**src/rtl/msrv_img_pipe.sv**
```systemverilog
// Pipelined immediate generator: decodes the immediate and registers it with its tag.
// Define MSRV_IMG_SKID_EN for a 2-entry skid buffer with a registered instr_ready_out.
module msrv_img_pipe #(
  parameter int unsigned XLEN  = 32,
  parameter int unsigned TAG_W = 5,
  parameter int unsigned CNT_W = 8
) (
  input  logic             ms_riscv32_mp_clk_in,
  input  logic             ms_riscv32_mp_rst_n_in,
  input  logic             instr_valid_in,
  output logic             instr_ready_out,
  input  logic [31:0]      instr_in,
  input  logic [2:0]       imm_type_in,
  input  logic [TAG_W-1:0] tag_in,
  output logic             imm_valid_out,
  input  logic             imm_ready_in,
  output logic [XLEN-1:0]  imm_out,
  output logic [TAG_W-1:0] tag_out,
  output logic             imm_err_out,
  input  logic             err_clr_in,
  output logic [CNT_W-1:0] err_count_out
);

  logic [31:0]      imm32;
  logic [XLEN-1:0]  imm_calc;
  logic             err_calc;
  logic             sgn;
  logic             in_xfer;
  logic             out_xfer;

  logic             valid_q;
  logic [XLEN-1:0]  imm_q;
  logic [TAG_W-1:0] tag_q;
  logic             err_q;
  logic [CNT_W-1:0] cnt_q;

  // Opcode bits never contribute to an immediate.
  logic unused_opcode;
  assign unused_opcode = ^instr_in[6:0];

  assign sgn = instr_in[31];

  always_comb begin
    imm32    = '0;
    err_calc = 1'b0;
    unique case (imm_type_in)
      3'b000, 3'b001: imm32 = {{20{sgn}}, instr_in[31:20]};
      3'b010:         imm32 = {{20{sgn}}, instr_in[31:25], instr_in[11:7]};
      3'b011:         imm32 = {{19{sgn}}, sgn, instr_in[7], instr_in[30:25],
                               instr_in[11:8], 1'b0};
      3'b100:         imm32 = {instr_in[31:12], 12'h000};
      3'b101:         imm32 = {{11{sgn}}, sgn, instr_in[19:12], instr_in[20],
                               instr_in[30:21], 1'b0};
      3'b110:         imm32 = {27'd0, instr_in[19:15]};
      default:        err_calc = 1'b1;
    endcase
    // All formats fit in 32 bits; widen by replicating bit 31 (CSR has bit 31 clear).
    imm_calc        = {XLEN{imm32[31]}};
    imm_calc[31:0]  = imm32;
  end

  assign in_xfer  = instr_valid_in && instr_ready_out;
  assign out_xfer = valid_q && imm_ready_in;

`ifdef MSRV_IMG_SKID_EN
  logic             skid_valid_q;
  logic [XLEN-1:0]  skid_imm_q;
  logic [TAG_W-1:0] skid_tag_q;
  logic             skid_err_q;

  assign instr_ready_out = !skid_valid_q;

  always_ff @(posedge ms_riscv32_mp_clk_in or negedge ms_riscv32_mp_rst_n_in) begin
    if (!ms_riscv32_mp_rst_n_in) begin
      valid_q      <= 1'b0;
      imm_q        <= '0;
      tag_q        <= '0;
      err_q        <= 1'b0;
      skid_valid_q <= 1'b0;
      skid_imm_q   <= '0;
      skid_tag_q   <= '0;
      skid_err_q   <= 1'b0;
    end else if (skid_valid_q) begin
      if (out_xfer) begin
        imm_q        <= skid_imm_q;
        tag_q        <= skid_tag_q;
        err_q        <= skid_err_q;
        skid_valid_q <= 1'b0;
      end
    end else if (in_xfer) begin
      if (!valid_q || out_xfer) begin
        valid_q <= 1'b1;
        imm_q   <= imm_calc;
        tag_q   <= tag_in;
        err_q   <= err_calc;
      end else begin
        skid_valid_q <= 1'b1;
        skid_imm_q   <= imm_calc;
        skid_tag_q   <= tag_in;
        skid_err_q   <= err_calc;
      end
    end else if (out_xfer) begin
      valid_q <= 1'b0;
    end
  end
`else
  assign instr_ready_out = !valid_q || imm_ready_in;

  always_ff @(posedge ms_riscv32_mp_clk_in or negedge ms_riscv32_mp_rst_n_in) begin
    if (!ms_riscv32_mp_rst_n_in) begin
      valid_q <= 1'b0;
      imm_q   <= '0;
      tag_q   <= '0;
      err_q   <= 1'b0;
    end else if (in_xfer) begin
      valid_q <= 1'b1;
      imm_q   <= imm_calc;
      tag_q   <= tag_in;
      err_q   <= err_calc;
    end else if (out_xfer) begin
      valid_q <= 1'b0;
    end
  end
`endif

  // A clear coinciding with a reserved accept leaves the count at 1.
  always_ff @(posedge ms_riscv32_mp_clk_in or negedge ms_riscv32_mp_rst_n_in) begin
    if (!ms_riscv32_mp_rst_n_in) begin
      cnt_q <= '0;
    end else if (in_xfer && err_calc) begin
      if (err_clr_in)  cnt_q <= CNT_W'(1);
      else if (!(&cnt_q)) cnt_q <= cnt_q + 1'b1;
    end else if (err_clr_in) begin
      cnt_q <= '0;
    end
  end

  assign imm_valid_out = valid_q;
  assign imm_out       = imm_q;
  assign tag_out       = tag_q;
  assign imm_err_out   = err_q;
  assign err_count_out = cnt_q;

endmodule
```
**config.mk**
```make
export PLATFORM = sky130hd
export DESIGN_NAME = msrv_img_pipe
export DESIGN_NICKNAME = d
export VERILOG_FILES = /design/src/rtl/msrv_img_pipe.sv
export SDC_FILE = /design/constraint.sdc
export NUM_CORES = 1
export LEC_CHECK = 0
export CAP_MARGIN = 20
export CORE_MARGIN = 5
export CORE_UTILIZATION = 30
export CTS_BUF_LIST = sky130_fd_sc_hd__clkbuf_4 sky130_fd_sc_hd__clkbuf_8 sky130_fd_sc_hd__clkbuf_16
export DETAILED_ROUTE_END_ITERATION = 10
export GPL_ROUTABILITY_DRIVEN = 1
export SETUP_SLACK_MARGIN = 0.3
export SLEW_MARGIN = 20
export SYNTH_ARGS = -nofsm -noshare
export SYNTH_HDL_FRONTEND = slang
export SYNTH_SLANG_ARGS = --single-unit
```
**constraint.sdc**
```tcl
create_clock -name ms_riscv32_mp_clk_in -period 2.4 [get_ports ms_riscv32_mp_clk_in]
set_input_delay 0.48 -clock ms_riscv32_mp_clk_in [delete_from_list [all_inputs] [get_ports ms_riscv32_mp_clk_in]]
set_output_delay 0.48 -clock ms_riscv32_mp_clk_in [all_outputs]
set_load 0.05 [all_outputs]
```
==> metrics.csv <==
stage;metric;value;unit
synthesis;synthMuxAreaShare;4.93;%
finish;layout.nets;357;
critical_path;setup.worst_path.end;err_count_out[5];
sta;setup_tns;0;ns
global_route;grt_pass1_vias;1949;
finish;drive_above_1_share;10.3;%
floorplan;die_w;94.8;µm
critical_path;worst_r2r_endpoint;err_count_out[3];
routing;drt_iter0_drc;83;
routing;vias;1931;
synthesis;synthXorXnorAreaFrac;0;%
routing;avgViaCountPerCell;4.70;
synthesis;synth_top_cell_area_share;54.5;%
floorplan;core;0.00714;mm²
synthesis;ys_seq_elements;47;
finish;mostFrequentLayoutCells;81 x clkdlybuf4s50_1, 47 x dfrtp_1, 34 x nand2_1, 30 x a21oi_1, 26 x o21ai_0;
synthesis;synth_compound_area_share;20.9;%
finish;num_antenna_cells;0;
place;hpwlAfterDp;4370;µm
place;gp_congestion;0.760;
global_route;grt_usage;13.9;%
critical_path;critPathBufInv;1;
global_route;antenna_found_initial;0;
finish;stdcell_count;411;
routing;firstDrtPassIters;6;
critical_path;setup.worst_path.class;reg2out;
synthesis;synth_edf_count;0;
synthesis;synth_warnings;0;
sta;max_freq;0.493;GHz
clock_network;numCtsBuffers;5;
critical_path;startpoint;err_count_out[5];
clock_network;clockBufferDepth;2;
clock_network;worstSkewPairLatency;0.29;ns
critical_path;r2r_start;err_count_out[0];
clock_network;cts-htree-levels;2;
synthesis;synthArstFlopShare;100;%
routing;routedWlPerCell;14.3;µm
clock_network;clkTransAtPathRegs;0.08;ns
clock_network;cts_root_buffer;clkbuf_8;
synthesis;synth_top_family_by_area;compound AO/OA/AOI/OAI gates;
routing;drc;0;
critical_path;path_cells;clkdlybuf4s50_1;
place;place_inst;403;
power;power.density;665;mW/mm²
sta;maxSlewViolCount;0;
hold_path;min_path_type;in2async;
critical_path;critPathCaptureType;output port;
synthesis;synthSimpleGateAreaFrac;15.9;%
critical_path;cp_max_fo;5;
place;dp_slack;0.255;ns
synthesis;yosys.area_share.adder;0.580;%
global_route;grt_pass1_wl;9740;µm
critical_path;crit_slowest_cell;clkdlybuf4s50_1;
sta;hold_viol;0;
critical_path;reg2regPathDepth;5;
sta;max_slew_margin;64.0;%
power;vdd_drop_max;0.294;mV
floorplan;pin_count;93;
sta;worst_slack;0.373;ns
critical_path;start_kind;flip-flop;
place;io_buffers;85;
floorplan;num_rows;31;
sta;rsz0062_at_grt;false;
finish;layout_commonest_cell;clkdlybuf4s50_1;
synthesis;syn_area;0.00216;mm²
synthesis;yosys-top-cells-area;dfrtp_1 55%, a21oi_1 7.0%, o21ai_0 6.0%, nand2_1 5.9%, mux2_2 2.6%;
global_route;grt.overflow.total;0;
routing;final_antenna_net_count;0;
critical_path;cp_num_cells;1;
floorplan;fp.dieH;94.8;µm
synthesis;synth_nets;266;
critical_path;cp_top_family;buffers and inverters;
critical_path;crit_required;1.92;ns
sta;tightest_slew;0.539;ns
clock_network;cts_sinks;47;
sta;period_share;84.5;%
sta;setup_violations;0;
finish;areaGrowthSynthToFinish;52.1;%
clock_network;cts_tree;done;
global_route;grt_start_max_net_pins;27;
status;outcome;finished, final reports clean;
synthesis;synth_cell_type_count;37;
sta;fin_skew;0.00708;ns
floorplan;die-area;0.00899;mm²
synthesis;syn_avg_cell_area;9.80;µm²
clock_network;post_cts_buffers;0;
power;leakage;1.39;nW
sta;post-route-min-period;2.03;ns
run;drv_cap;0;
routing;drt-total-wl;5860;µm
floorplan;initial_core_util;30.2;%
synthesis;synth_top_area_cell;dfrtp_1;
critical_path;r2r_slack;0.74;ns
synthesis;ys_seq_area_share;54.5;%
critical_path;critPathArrivalTime;1.55;ns
synthesis;synthesis.instances;220;
synthesis;ys.flop_type;dfrtp_1;
critical_path;critPathMaxStageDelay;0.83;ns
-- synthesized netlist by cell type (2+ instances only) --
library cell	number
buf_1	3
a221oi_1	4
nand2_1	34
dfrtp_1	47
nor2_1	6
mux2i_1	5
a22o_1	6
mux2_2	5
o21ai_1	2
o21ai_0	26
buf_2	6
nor2b_1	3
nand3_1	3
clkbuf_1	5
a21oi_1	30
nand2b_1	4
o31ai_1	4
and3_1	2
or4_1	3
or3_1	3
inv_1	2
or2_2	2
-- state kept, by name, indices dropped and copies added (netlist names) --
| signal | cells |
|---|---|
| err_count_out | 8 |
| imm_err_out | 1 |
| imm_out | 32 |
| imm_valid_out | 1 |
| tag_out | 5 |
-- metrics by stage --
step                      total power [mW]  util, %  hold WS [ns]  cell area, µm²
final                                 2.18     46.0         0.155            3280
after floorplan                       1.40        -         0.184            2160
after global routing                  2.30     46.0         0.188            3280
after global placement                1.72     44.7         0.463            3190
after CTS                             2.22     45.9         0.166            3280
after detailed placement              1.72     44.7         0.470            3190
-- cells by family after synthesis --
group | after synthesis
AO/OA/AOI/OAI | 77
multiplexers | 10
adder cells (fa/ha/maj) | 1
buffers and inverters | 16
flip-flops | 47
AND/OR/NAND/NOR | 69
-- timing repair --
action	in CTS	in global routing
hold endpoints to repair	0	0
endpoints found under the setup margin	0	2
resized for setup	0	2
hold buffers	0	0
-- worst min path at each step --
stage	start	cells past startpoint	endpoint	slack [ns]
finish	ms_riscv32_mp_rst_n_in	1	err_count_out[6]	0.15
global route	ms_riscv32_mp_rst_n_in	1	err_count_out[7]	0.19
CTS	ms_riscv32_mp_rst_n_in	1	imm_valid_out	0.17
detailed placement	imm_out[12]	2	imm_out[12]	0.47
global placement	imm_out[13]	2	imm_out[13]	0.46
floorplan	ms_riscv32_mp_rst_n_in	0	err_count_out[0]	0.18
-- final cells by class --
cell class | instances | area [µm²]
clock buffers | 7 | 83.8
inverters | 2 | 7.51
flip-flops and latches | 47 | 1180
repair buffers | 98 | 971
clock inverters | 1 | 5.00
fillers | 737 | 3860
multi-input cells | 157 | 913
well taps | 99 | 124
-- metal layers --
| metal | routed length [µm] | track usage (%) | vias to the layer above |
|---|---|---|---|
| met4 | 111 | 4.57 | 0 |
| li1 | - | - | 970 |
| met2 | 2590 | 20.3 | 53 |
| met3 | 327 | 3.98 | 9 |
| met1 | 2830 | 19.6 | 899 |
| met5 | 0 | 0 | - |
-- power by group --
part	switching [mW]	total, mW	leakage, nW	internal [mW]
Combinational	0.487	0.772	0.735	0.285
Sequential	0.0493	0.929	0.603	0.879
Clock	0.253	0.480	0.0491	0.227
(Power assumes the default switching activity.)
